<file path="src/rtl/udp_rx_sequencer8.sv">
// UDP receive sequencer: counts header bytes into an external decoder, filters on port/length,
// then frames or discards the payload. Define UDP_RX_STATS_EN to add accept/drop counters.
module udp_rx_sequencer8 #(
    parameter int unsigned AVL_SIZE    = 8,
    parameter int unsigned HDR_BYTES   = 8,
    parameter int unsigned MAX_PAYLOAD = 1472
) (
    input  logic                clk,
    input  logic                sync_reset,
    input  logic                data_in_valid,
    input  logic                data_in_sop,
    input  logic [AVL_SIZE-1:0] data_in,
    output logic                data_in_ready,
    output logic                hdr_shift_en,
    output logic [AVL_SIZE-1:0] hdr_data,
    input  logic [15:0]         dec_dst_port,
    input  logic [15:0]         dec_length,
    input  logic [15:0]         listen_port,
    output logic                payload_valid,
    output logic [AVL_SIZE-1:0] payload_data,
    output logic                payload_sop,
    output logic                payload_eop,
    output logic                payload_abort,
    output logic                pkt_accepted,
`ifdef UDP_RX_STATS_EN
    output logic [31:0]         rx_ok_cnt,
    output logic [31:0]         rx_drop_cnt,
`endif
    output logic                pkt_dropped
);

    localparam logic [3:0]  HdrLast = 4'(HDR_BYTES - 1);
    localparam logic [15:0] MaxPay  = 16'(MAX_PAYLOAD);

    typedef enum logic [2:0] {
        StIdle,
        StHeader,
        StCheck,
        StPayload,
        StDrop
    } state_e;

    state_e                state_q, state_d;
    logic [3:0]            hdr_cnt_q, hdr_cnt_d;
    logic [15:0]           pay_cnt_q, pay_cnt_d;
    logic                  first_q, first_d;
    logic                  pvalid_q, pvalid_d;
    logic [AVL_SIZE-1:0]   pdata_q, pdata_d;
    logic                  psop_q, psop_d;
    logic                  peop_q, peop_d;
    logic                  abort_q, abort_d;
    logic                  acc_q, acc_d;
    logic                  drop_q, drop_d;
    logic                  consume;
    logic                  restart;
    logic                  reject;

    assign data_in_ready = (state_q != StCheck);
    assign consume       = data_in_valid & data_in_ready;
    // A consumed sop is always header byte 0, whatever state we were in.
    assign restart       = consume & data_in_sop;
    assign hdr_shift_en  = consume & (data_in_sop | (state_q == StHeader));
    assign hdr_data      = data_in;
    assign reject        = (dec_dst_port != listen_port) || (dec_length > MaxPay);

    always_comb begin
        state_d   = state_q;
        hdr_cnt_d = hdr_cnt_q;
        pay_cnt_d = pay_cnt_q;
        first_d   = first_q;
        pvalid_d  = 1'b0;
        pdata_d   = pdata_q;
        psop_d    = 1'b0;
        peop_d    = 1'b0;
        abort_d   = 1'b0;
        acc_d     = 1'b0;
        drop_d    = 1'b0;

        if (restart) begin
            state_d   = StHeader;
            hdr_cnt_d = 4'd1;
            pay_cnt_d = 16'd0;
            first_d   = 1'b0;
            drop_d    = (state_q == StHeader) || (state_q == StPayload);
            abort_d   = (state_q == StPayload);
        end else begin
            case (state_q)
                StIdle: begin
                end
                StHeader: begin
                    if (consume) begin
                        hdr_cnt_d = hdr_cnt_q + 4'd1;
                        if (hdr_cnt_q == HdrLast) begin
                            state_d = StCheck;
                        end
                    end
                end
                StCheck: begin
                    hdr_cnt_d = 4'd0;
                    if (reject) begin
                        drop_d    = 1'b1;
                        pay_cnt_d = dec_length;
                        state_d   = (dec_length == 16'd0) ? StIdle : StDrop;
                    end else if (dec_length == 16'd0) begin
                        acc_d   = 1'b1;
                        state_d = StIdle;
                    end else begin
                        acc_d     = 1'b1;
                        pay_cnt_d = dec_length;
                        first_d   = 1'b1;
                        state_d   = StPayload;
                    end
                end
                StPayload: begin
                    if (consume) begin
                        pvalid_d = 1'b1;
                        pdata_d  = data_in;
                        psop_d   = first_q;
                        peop_d   = (pay_cnt_q == 16'd1);
                        first_d  = 1'b0;
                        if (pay_cnt_q != 16'd0) begin
                            pay_cnt_d = pay_cnt_q - 16'd1;
                        end
                        if (pay_cnt_q <= 16'd1) begin
                            state_d = StIdle;
                        end
                    end
                end
                StDrop: begin
                    if (consume) begin
                        if (pay_cnt_q <= 16'd1) begin
                            pay_cnt_d = 16'd0;
                            state_d   = StIdle;
                        end else begin
                            pay_cnt_d = pay_cnt_q - 16'd1;
                        end
                    end
                end
                default: begin
                    state_d = StIdle;
                end
            endcase
        end
    end

    always_ff @(posedge clk) begin
        if (sync_reset) begin
            state_q   <= StIdle;
            hdr_cnt_q <= 4'd0;
            pay_cnt_q <= 16'd0;
            first_q   <= 1'b0;
            pvalid_q  <= 1'b0;
            pdata_q   <= '0;
            psop_q    <= 1'b0;
            peop_q    <= 1'b0;
            abort_q   <= 1'b0;
            acc_q     <= 1'b0;
            drop_q    <= 1'b0;
        end else begin
            state_q   <= state_d;
            hdr_cnt_q <= hdr_cnt_d;
            pay_cnt_q <= pay_cnt_d;
            first_q   <= first_d;
            pvalid_q  <= pvalid_d;
            pdata_q   <= pdata_d;
            psop_q    <= psop_d;
            peop_q    <= peop_d;
            abort_q   <= abort_d;
            acc_q     <= acc_d;
            drop_q    <= drop_d;
        end
    end

    // Status pulses are registered: they appear the cycle after the deciding edge.
    assign payload_valid = pvalid_q;
    assign payload_data  = pdata_q;
    assign payload_sop   = psop_q;
    assign payload_eop   = peop_q;
    assign payload_abort = abort_q;
    assign pkt_accepted  = acc_q;
    assign pkt_dropped   = drop_q;

`ifdef UDP_RX_STATS_EN
    always_ff @(posedge clk) begin
        if (sync_reset) begin
            rx_ok_cnt   <= 32'd0;
            rx_drop_cnt <= 32'd0;
        end else begin
            if (acc_q && (rx_ok_cnt != 32'hFFFF_FFFF)) begin
                rx_ok_cnt <= rx_ok_cnt + 32'd1;
            end
            if (drop_q && (rx_drop_cnt != 32'hFFFF_FFFF)) begin
                rx_drop_cnt <= rx_drop_cnt + 32'd1;
            end
        end
    end
`endif

endmodule

</file>
<file path="config.mk">
export PLATFORM = sky130hd
export DESIGN_NAME = udp_rx_sequencer8
export DESIGN_NICKNAME = d
export VERILOG_FILES = /design/src/rtl/udp_rx_sequencer8.sv
export SDC_FILE = /design/constraint.sdc
export NUM_CORES = 1
export LEC_CHECK = 0
export CAP_MARGIN = 0
export CORE_ASPECT_RATIO = 0.6
export CORE_UTILIZATION = 50
export CTS_CLUSTER_DIAMETER = 80
export DETAILED_ROUTE_END_ITERATION = 10
export GPL_ROUTABILITY_DRIVEN = 1
export HOLD_SLACK_MARGIN = 0.03
export PLACE_DENSITY = 0.89
export RECOVER_POWER = 100
export SLEW_MARGIN = 20
export SYNTH_ARGS = -nofsm -noshare
export SYNTH_HDL_FRONTEND = slang
export SYNTH_SLANG_ARGS = --single-unit
export TNS_END_PERCENT = 30
</file>
<file path="constraint.sdc">
create_clock -name clk -period 3.7 [get_ports clk]
set_input_delay 0.555 -clock clk [delete_from_list [all_inputs] [get_ports clk]]
set_output_delay 0.555 -clock clk [all_outputs]
set_load 0.02 [all_outputs]
</file>
==> metrics.csv <==
metric,value,unit
dpl_cell_area,3290,sq um
endpoint_kind,register,
ir_drop,0.000242,V
start_kind,register,
rsz0062_at_grt,false,
syn-cell-area,2540,sq um
crit_arrival,3260,ps
syn_avg_cell_area,8.75,sq um
grt_pass1_vias,2222,
vias,2491,
cts_hold_buf,0,
cts_buffers,5,
synth_top_area_cell,dfxtp_1,
fp.dieW,94.0,um
hold_path_end,hdr_cnt_q[3],
ys_top_cells_by_count,"dfxtp_1, nor2_1, nand2_1, xnor2_1, o21ai_0",
h-tree-depth,2,
multi_input_area,1540,sq um
cts_resized,0,
fin_crit,3110,ps
min_path_type,register to register,
worst_pin_slew,1170,ps
powerDensity,270,nW/um^2
drive_gt1_frac,0.0634,
clk-insertion-delay-late,290,ps
cp_max_fo,10,
drt_iter0_markers,252,
yosysMostFrequentCell,dfxtp_1,
fin_area,3330,sq um
synth-seq-area-share,0.300,
synth_top_area_frac,0.300,
clk_pin_slew,70,ps
r2r_end,pay_cnt_q[3],
post-cts-setup-buffers,0,
hold_path_startpoint,hdr_cnt_q[3],
grt_pass1_wl,10.8,mm
drc_errors,0,
synth-seq-cells,38,
setup_viol,0,
io_pins,84,
synth_nets,353,
cts-root-buf,clkbuf_8,
grt_max_degree,16,
fillers,367,
ant_nets,0,
final_util,0.704,
synth_area_leaders,"dfxtp_1, xnor2_1, nor2_1, mux2i_1, nand2_1",
register_area,761,sq um
die_h,57.2,um
antenna_found_initial,0,
start_util,0.536,
fp.coreArea,4730,sq um
cts_tree,built,
portBuffers,83,
reg2reg_depth,6,
drtPass1Iterations,6,
max_freq,322,MHz
final_nets,425,
reg2reg_slack,590,ps
maxCapViolCount,0,
tns,0,ps
regToRegStartpoint,pay_cnt_q[9],
die-area,5370,sq um
synth_async_sr_flop_share,0,
critPathKind,register to register,
final_hold_viol_count,0,
areaGrowthSynthToFinish,31.3,%
std_cell_rows,19,
post-route-period-util,0.840,
hold_depth,1,
clock_path_buffers,2,
synth_cell_type_count,63,
numClockSinks,38,
drv_slew,0,
required,3860,ps
synth-main-ff-cell,dfxtp_1,
synth-edff-count,0,
maxSlewHeadroom,0.214,
routed_via_density,5.85,
synthCells,290,
dpl.hpwl,5.32,mm
overflow,0,
run_status,"complete, no violations",
leakage,0.00133,uW
diodes,0,
clock_skew,7.13,ps
gp_congestion,0.979,
gr-usage-all-layers,0.260,
routedWlPerCell,15.6,um
ys_warn_count,0,
routed_wl,6.63,mm
[worst max-delay path: stages (launching register included)]
cell,delay (ps)
dfxtp_1,380
nor4_4,430
nand4_4,210
o31ai_1,1010
nor2_1,170
a2111oi_0,690
nor3_1,90
[logic make-up after synthesis]
family,count (synthesis),synth area share
AO/OA/AOI/OAI,63,0.199
flip-flops,38,0.300
AND/OR/NAND/NOR,124,0.277
buffers and inverters,23,0.0690
multiplexers,13,0.0513
XOR/XNOR,26,0.0897
adder cells (fa/ha/maj),3,0.0148
[routing by layer]
layer,global-route usage,share of wire
met5,0,0
met4,0.0637,0.017
met3,0.0853,0.10
met2,0.383,0.42
met1,0.368,0.45
[layout by cell type (no fill, tap or decap), drive strengths merged, types with 2 or more instances in the layout]
cell type	synthesis	layout
a211o	2	2
dfxtp	38	38
a2111oi	5	5
a21oi	13	13
dlygate4sd3	0	26
mux2i	13	13
nor4	5	5
nand2b	2	2
or3	2	2
o211ai	2	2
o31ai	5	5
and3	4	4
nor3b	2	2
o21ai	16	16
o311ai	2	2
a211oi	3	3
clkbuf	6	8
nand3	8	8
nand4	6	6
xor2	6	6
nand2	28	28
nor3	15	15
nand3b	3	3
clkdlybuf4s50	0	57
a22oi	2	2
nor2	40	40
a22o	6	6
inv	4	4
xnor2	20	20
ha	3	3
[per-stage QoR]
| step | std cells | hold slack (ps) | power (uW) | setup slack, ps |
|---|---|---|---|---|
| after floorplan | 290 | 417 | 490 | 1590 |
| after global placement | 418 | 433 | 571 | 969 |
| after detailed placement | 418 | 447 | 573 | 894 |
| after CTS | 426 | 454 | 910 | 946 |
| after global routing | 426 | 462 | 932 | 456 |
| final | 426 | 474 | 900 | 594 |
[power by group]
part	total (uW)	leakage [uW]	internal, uW	switching [uW]
logic	145	0.000967	84.4	60.4
clock network	341	0.0000524	202	139
registers	415	0.000306	411	3.77
total	900	0.00133	697	203
[sequential cells by signal (all words and copies together), names as in the netlist]
| register | flops |
|---|---|
| state_q | 3 |
| payload_abort | 1 |
| first_q | 1 |
| pkt_accepted | 1 |
| pay_cnt_q | 16 |
| pkt_dropped | 1 |
| payload_data | 8 |
| payload_eop | 1 |
| hdr_cnt_q | 4 |
| payload_sop | 1 |
| payload_valid | 1 |
[layout make-up]
cell class                      instances  area share
Clock inverter                          1     0.00902
Timing Repair Buffer                   84       0.251
Multi-Input combinational cell        229       0.461
Inverter                                4     0.00451
Sequential cell                        38       0.228
Tap cell                               63      0.0237
Clock buffer                            7      0.0229
[worst max path at each step]
stage / from / endpoint / slack (ps) / cells past startpoint
2_1_floorplan: dec_length[7] / pay_cnt_q[14] / 1590 / 5
3_3_place_gp: dec_length[9] / pay_cnt_q[14] / 970 / 6
3_5_place_dp: dec_length[9] / pay_cnt_q[14] / 890 / 6
4_1_cts: data_in_valid / hdr_shift_en / 950 / 4
5_1_grt: pay_cnt_q[9] / pay_cnt_q[3] / 460 / 6
6_report: pay_cnt_q[9] / pay_cnt_q[3] / 590 / 6
(Power assumes the default switching activity.)
